File: src/rtl/grp_distributor_rr.sv
// grp_distributor_rr
//   Round-robin distributor that lets N_CH packers share one write /
//   old-word-read port of the ping-pong group buffers. A grant is held
//   while the owner keeps busy high, up to TIMEOUT cycles, then forcibly
//   released. Every grant is followed by a one-cycle GAP. The writer-side
//   bank follows iSwitch but only swaps while no grant is active.
//
// Ports
//   clk, reset        80 MHz clock, asynchronous active-high reset
//   iBusy[N_CH]       per-channel request / hold
//   iWrData/iWrAddr   per-channel write word and address (packed by channel)
//   iWren[N_CH]       per-channel write enable
//   iRdAddr/iRdEn     per-channel old-word read address / enable
//   iSwitch           frame-former bank switch
//   iRdData           old-word data from the selected bank
//   oRdData           iRdData broadcast to every channel
//   oGrant            one-hot grant, zero when idle
//   oWrData/oWrAddr/oWren/oRdAddr/oRdEn  muxed port of the granted channel
//   oWrBank           writer-side bank (0 = MEM1, 1 = MEM2)
//   oSwitchPend       requested bank not yet applied
//   oTimeout          one-cycle pulse on forced release
//   oTimeoutCh        channel last forcibly released
module grp_distributor_rr #(
    parameter int N_CH    = 5,
    parameter int DW      = 12,
    parameter int AW      = 10,
    parameter int TIMEOUT = 1023,
    parameter int CW      = 4
) (
    input  logic                 clk,
    input  logic                 reset,
    input  logic [N_CH-1:0]      iBusy,
    input  logic [N_CH*DW-1:0]   iWrData,
    input  logic [N_CH*AW-1:0]   iWrAddr,
    input  logic [N_CH-1:0]      iWren,
    input  logic [N_CH*AW-1:0]   iRdAddr,
    input  logic [N_CH-1:0]      iRdEn,
    input  logic                 iSwitch,
    input  logic [DW-1:0]        iRdData,
    output logic [DW-1:0]        oRdData,
    output logic [N_CH-1:0]      oGrant,
    output logic [DW-1:0]        oWrData,
    output logic [AW-1:0]        oWrAddr,
    output logic                 oWren,
    output logic [AW-1:0]        oRdAddr,
    output logic                 oRdEn,
    output logic                 oWrBank,
    output logic                 oSwitchPend,
    output logic                 oTimeout,
    output logic [CW-1:0]        oTimeoutCh
);

    localparam int unsigned   NCH_U    = N_CH;
    localparam int            CNTW     = $clog2(TIMEOUT) + 1;
    localparam logic [CNTW-1:0] CNT_LAST = CNTW'(TIMEOUT - 1);
    localparam logic [CW-1:0] LAST_RST = CW'(N_CH - 1);

    typedef enum logic [1:0] {IDLE, GRANT, GAP} state_t;

    state_t            state, state_n;
    logic [CW-1:0]     gidx;        // granted channel index
    logic [CW-1:0]     last;        // round-robin pointer
    logic [CW-1:0]     pick;
    logic              pick_vld;
    logic [N_CH-1:0]   mask;        // channels released by watchdog
    logic [N_CH-1:0]   elig;
    logic [CNTW-1:0]   cnt;
    logic              busy_g, wren_g, rden_g;
    logic [DW-1:0]     wrdata_g;
    logic [AW-1:0]     wraddr_g, rdaddr_g;
    logic              tmo_n;
    logic              bank_upd;

    assign oRdData = iRdData;

    // First eligible channel searching last+1, last+2, ... modulo N_CH.
    always_comb begin
        elig     = iBusy & ~mask;
        pick     = '0;
        pick_vld = 1'b0;
        for (int unsigned i = 1; i <= NCH_U; i++) begin
            int unsigned cand;
            cand = 32'(last) + i;
            if (cand >= NCH_U) cand = cand - NCH_U;
            for (int unsigned k = 0; k < NCH_U; k++) begin
                if (!pick_vld && elig[k] && cand == k) begin
                    pick     = CW'(k);
                    pick_vld = 1'b1;
                end
            end
        end
    end

    // Signals of the currently indexed channel.
    always_comb begin
        busy_g   = 1'b0;
        wren_g   = 1'b0;
        rden_g   = 1'b0;
        wrdata_g = '0;
        wraddr_g = '0;
        rdaddr_g = '0;
        for (int unsigned k = 0; k < NCH_U; k++) begin
            if (gidx == CW'(k)) begin
                busy_g   = iBusy[k];
                wren_g   = iWren[k];
                rden_g   = iRdEn[k];
                wrdata_g = iWrData[k*DW +: DW];
                wraddr_g = iWrAddr[k*AW +: AW];
                rdaddr_g = iRdAddr[k*AW +: AW];
            end
        end
    end

    // FSM: state register
    always_ff @(posedge clk or posedge reset) begin
        if (reset) state <= IDLE;
        else       state <= state_n;
    end

    // FSM: next state. Busy fall wins over a simultaneous watchdog expiry.
    always_comb begin
        state_n = state;
        tmo_n   = 1'b0;
        case (state)
            IDLE:  if (pick_vld) state_n = GRANT;
            GRANT: begin
                if (!busy_g) begin
                    state_n = GAP;
                end else if (cnt == CNT_LAST) begin
                    state_n = GAP;
                    tmo_n   = 1'b1;
                end
            end
            GAP:   state_n = IDLE;
            default: state_n = IDLE;
        endcase
    end

    // FSM: outputs
    always_comb begin
        oGrant  = '0;
        oWren   = 1'b0;
        oRdEn   = 1'b0;
        oWrData = '0;
        oWrAddr = '0;
        oRdAddr = '0;
        if (state == GRANT) begin
            for (int unsigned k = 0; k < NCH_U; k++)
                oGrant[k] = (gidx == CW'(k));
            oWren   = wren_g;
            oRdEn   = rden_g;
            oWrData = wrdata_g;
            oWrAddr = wraddr_g;
            oRdAddr = rdaddr_g;
        end
    end

    // Bank may also swap on the edge that ends a grant, so it is already
    // applied during the GAP cycle; it never swaps between two GRANT cycles.
    assign bank_upd = !(state == GRANT && state_n == GRANT);

    always_ff @(posedge clk or posedge reset) begin
        if (reset) begin
            gidx        <= '0;
            last        <= LAST_RST;
            cnt         <= '0;
            mask        <= '0;
            oWrBank     <= 1'b0;
            oSwitchPend <= 1'b0;
            oTimeout    <= 1'b0;
            oTimeoutCh  <= '0;
        end else begin
            oTimeout <= tmo_n;
            mask     <= (mask & iBusy) | (tmo_n ? oGrant : '0);
            if (state == IDLE && pick_vld) begin
                gidx <= pick;
                cnt  <= '0;
            end
            if (state == GRANT) begin
                cnt <= cnt + CNTW'(1);
                if (state_n == GAP) last <= gidx;
                if (tmo_n) oTimeoutCh <= gidx;
            end
            if (bank_upd) begin
                oWrBank     <= ~iSwitch;
                oSwitchPend <= 1'b0;
            end else begin
                oSwitchPend <= (oWrBank == iSwitch);
            end
        end
    end

endmodule
File: config.mk
export PLATFORM = sky130hd
export DESIGN_NAME = grp_distributor_rr
export DESIGN_NICKNAME = d
export VERILOG_FILES = /design/src/rtl/grp_distributor_rr.sv
export SDC_FILE = /design/constraint.sdc
export NUM_CORES = 1
export LEC_CHECK = 0
export ABC_AREA = 1
export ABC_CLOCK_PERIOD_IN_PS = 5940
export CORE_MARGIN = 2
export CORE_UTILIZATION = 40
export CTS_CLUSTER_DIAMETER = 50
export DETAILED_ROUTE_END_ITERATION = 8
export PLACE_DENSITY = 0.85
export REMOVE_ABC_BUFFERS = 1
export SYNTH_ARGS = -nofsm -noshare
export SYNTH_HDL_FRONTEND = slang
export SYNTH_SLANG_ARGS = --single-unit
File: constraint.sdc
create_clock -name clk -period 5.94 [get_ports clk]
set_input_delay 1.188 -clock clk [delete_from_list [all_inputs] [get_ports clk]]
set_output_delay 1.188 -clock clk [all_outputs]
set_load 0.005 [all_outputs]
==> out/results.txt <==
The run finished with clean final reports. The net total in the final layout came out at 1,066. For the worst setup path, the data arrival time is 3.57 ns. The die outline width was 105 um.

The largest area contributor in the netlist is sky130_fd_sc_hd__dfrtp_1. The design draws 2.77 mW. Final hold analysis gives a worst-case slack of 0.485 ns. The tools report the synthesized instance count as 669.

Summed over all layers, the routed wires come to 17.7 mm. Share of synthesized registers carrying an async set or reset: 100%. After synthesis, the most frequently instantiated cells are sky130_fd_sc_hd__nand2_1, sky130_fd_sc_hd__nor2_1, sky130_fd_sc_hd__inv_1. The first global-routing pass estimated 27.8 mm of wire. During synthesis, Yosys emitted a total of 0 warnings.

The tools report the worst setup path startpoint as gidx[0]$_DFFE_PP0P_. The logs give 0 for the count of hold buffers inserted by post-cts repair and 248 for the count of boundary I/O pins. Input and output buffers added on the ports amount to 222. The aggregate global-route resource usage is 31.5%. After global routing the overflow that remains totals 0. Required arrival time at the worst endpoint: 4.75 ns.

The tools report the worst relative slew slack as 24.0%. The clock net in this run drives a total of 30 sinks. Ranked by total cell area, the synthesized netlist is headed by sky130_fd_sc_hd__dfrtp_1, sky130_fd_sc_hd__nand2_1, sky130_fd_sc_hd__nor2_1, sky130_fd_sc_hd__a311oi_1, sky130_fd_sc_hd__o21ai_0. The count of nets left with antenna violations once routing finished came out at 0. Summing the sequential cell areas from Yosys gives 18.3% of the chip area.

For the HPWL after detailed placement, the log shows 14.8 mm. The detailed router placed 5,508 vias in this run. The sequential cell area in the final layout is 752 sq um.

Entering global routing, the biggest net connects 57 pins. The synthesized netlist occupies a cell area of 4110 sq um. The root buffer cell chosen for the clock tree is sky130_fd_sc_hd__clkbuf_8. The run gives 0.943 as the final RePlAce weighted congestion. The final critical delay including setup and external delays is 4.76 ns, and the number of different library cells in the post-synthesis netlist is 40. The post-route core utilization is 65.0%. The total count of max-transition violations in the final report is 0, and the via count of the first global-routing pass is 5,410. Buffers inserted during clock tree synthesis total 5. The die is 105 um tall. The run gives 0 as the count of instances resized after the clock tree is built.

Derived from the worst setup path, the maximum achievable clock frequency is 210 MHz. Counting cells, the worst reg-to-reg path comes to 25. The capture instance of the worst register-to-register path was gidx[0]$_DFFE_PP0P_. The number of synthesized register bits was 30. After clock tree synthesis, the clock-pin slew on the worst setup and hold paths is 0.06 ns. Following the worst setup path forward leads to its endpoint at oWrData[11]. The peak ir drop on the vdd network came out at 0.207 mV.

The tools report the setup fix buffers added after clock tree synthesis as 0. The max-capacitance violation count is 0, and the initial DRC count is 443. In this run the worst path has a maximum fanout of 36. The run gives 41.6% as the initial cell density of the core. The deepest clock path buffer count is 2, and the number of rows created at floorplan is 36. After layout, the worst path uses 80.1% of the clock period. The tools report the worst flop-to-flop path startpoint as last[0]$_DFFE_PP0P_. The depth of the CTS H-tree was 2. Yosys instantiated no cell more often than sky130_fd_sc_hd__nand2_1. The synthesized design contains 0 enable-type register cells. In this run, placement finished with an instance count of 987. For the pin with the worst max-slew slack, the measured transition is 1.14 ns.

The nature of the critical path startpoint is a flip-flop. The run gives 0 as the hold violation count in the final report. Setup violations remaining at the end of the flow were counted as 0. The worst setup path is captured at an output pin. After detailed routing, the number of vias per cell comes to 5.52. Total negative slack for setup checks: 0 ns.

The leakage component of the power is 2.76 nW, and the ratio of cells with drive above 1 in the final layout is 7.42%. TritonCTS built the clock tree. The worst-case clock skew is 0.00661 ns. The run gives 9860 sq um as the total core area.

After detailed routing, the average wire length per cell comes to 17.8 um. For this run, design rule violations remaining after detail routing come to 0. The clock latency on the worst-skew pair was 0.29 ns. Setup repair after global routing left no endpoint under its margin. In the synthesized netlist the dominant register cell turns out to be sky130_fd_sc_hd__dfrtp_1.

The logs give 5 for the count of TritonRoute iterations in the first routing pass and 893 for the number of filler cells placed in the layout. Setup slack on the worst reg-to-reg path comes out at 1.58 ns. The critical path in this run is classified as reg2out.

The area of combinational cells with multiple inputs is 2820 sq um, and the number of antenna violations at the first check in global routing is 2. The floorplan step defined a die boundary enclosing 11,100 sq um. The share of synthesized area in the top cell type comes to 17.7%. The worst hold path belongs to the class reg2reg. The total power divided by cell area was 433 nW/um^2. Relative to the synthesized area, the layout overhead comes to 56.2%. Averaged over all synthesized cells, the footprint is 6.14 sq um. The tools report the count of non-filler cells in the finished layout as 997.
per-stage QoR:
stage          cell area (sq um)  setup WS [ns]
3_3_place_gp                6330           1.57
3_5_place_dp                6330           1.54
6_report                    6410           1.18
2_1_floorplan               3890           2.29
5_1_grt                     6410          0.898
4_1_cts                     6410           1.24
layout by cell type, fill, tap and decap left out, types with 11 or more instances in the layout:
cell	netlist	final
sky130_fd_sc_hd__ha_1	14	14
sky130_fd_sc_hd__inv_1	73	73
sky130_fd_sc_hd__nand3_1	16	16
sky130_fd_sc_hd__o21ai_0	55	55
sky130_fd_sc_hd__a21oi_1	11	11
sky130_fd_sc_hd__nand2_1	151	151
sky130_fd_sc_hd__nor2_1	96	93
sky130_fd_sc_hd__nor3_1	12	12
sky130_fd_sc_hd__clkdlybuf4s50_1	0	222
sky130_fd_sc_hd__nand3_2	11	11
sky130_fd_sc_hd__nand4_1	19	19
sky130_fd_sc_hd__a311oi_1	34	34
sky130_fd_sc_hd__dfrtp_1	29	29
sky130_fd_sc_hd__a22oi_1	35	35
flip-flops by register name, indices dropped and copies added (netlist names):
register     flops
state            2
cnt             11
oTimeoutCh       3
gidx             3
oWrBank          1
last             3
oSwitchPend      1
mask             5
oTimeout         1
cell families after synthesis:
kind of cell / share of synthesized area (%)
AOI/OAI and AO/OA: 23.6
xor gates and xnor gates: 1.46
adders and majority gates: 4.75
buffers and inverters: 13.1
DFF: 18.3
muxes: 0.244
other: 0.0913
and+or+nand+nor: 38.4
worst min-delay path by stage:
stage / to / cells past startpoint / startpoint
after detailed placement: mask[1]$_DFF_PP0_ / 2 / mask[1]$_DFF_PP0_
after floorplan: mask[0]$_DFF_PP0_ / 2 / mask[0]$_DFF_PP0_
after global routing: mask[3]$_DFF_PP0_ / 2 / mask[3]$_DFF_PP0_
after global placement: mask[1]$_DFF_PP0_ / 2 / mask[1]$_DFF_PP0_
final: mask[1]$_DFF_PP0_ / 2 / mask[1]$_DFF_PP0_
after CTS: mask[1]$_DFF_PP0_ / 2 / mask[1]$_DFF_PP0_
where the power goes:
part / internal [mW] / total (mW) / switching, mW
Combinational: 0.887 / 2.31 / 1.42
Sequential: 0.247 / 0.304 / 0.0567
Clock: 0.0831 / 0.159 / 0.0762
area by class of cell:
cell class                 instances  share of cell area (%)
antenna                            2                  0.0780
multi-input combinational        511                    44.0
timing repair buffer             228                    35.4
inverter                          85                    4.98
sequential                        30                    11.7
clock buffer                       8                    1.25
tap                              133                    2.60
critical path, cell delays in order, from the launching register on:
cell                              delay [ns]
sky130_fd_sc_hd__dfrtp_1                0.43
sky130_fd_sc_hd__nor2_1                 0.12
sky130_fd_sc_hd__inv_1                  0.09
sky130_fd_sc_hd__nor2_1                 0.15
sky130_fd_sc_hd__clkinv_1               0.66
sky130_fd_sc_hd__buf_4                  0.51
sky130_fd_sc_hd__nand2_1                0.11
sky130_fd_sc_hd__o21ai_0                0.09
sky130_fd_sc_hd__a311oi_1               0.52
sky130_fd_sc_hd__clkdlybuf4s50_1        0.61
routing by layer:
metal | vias to the layer above | track usage [%] | share of wire (%)
met2 | 301 | 53.1 | 47
met4 | 0 | 9.33 | 2.5
met5 | - | 0 | 0
li1 | 2647 | - | -
met3 | 30 | 5.57 | 8.9
met1 | 2530 | 41.1 | 42
Power figures use the tool's default switching activity.
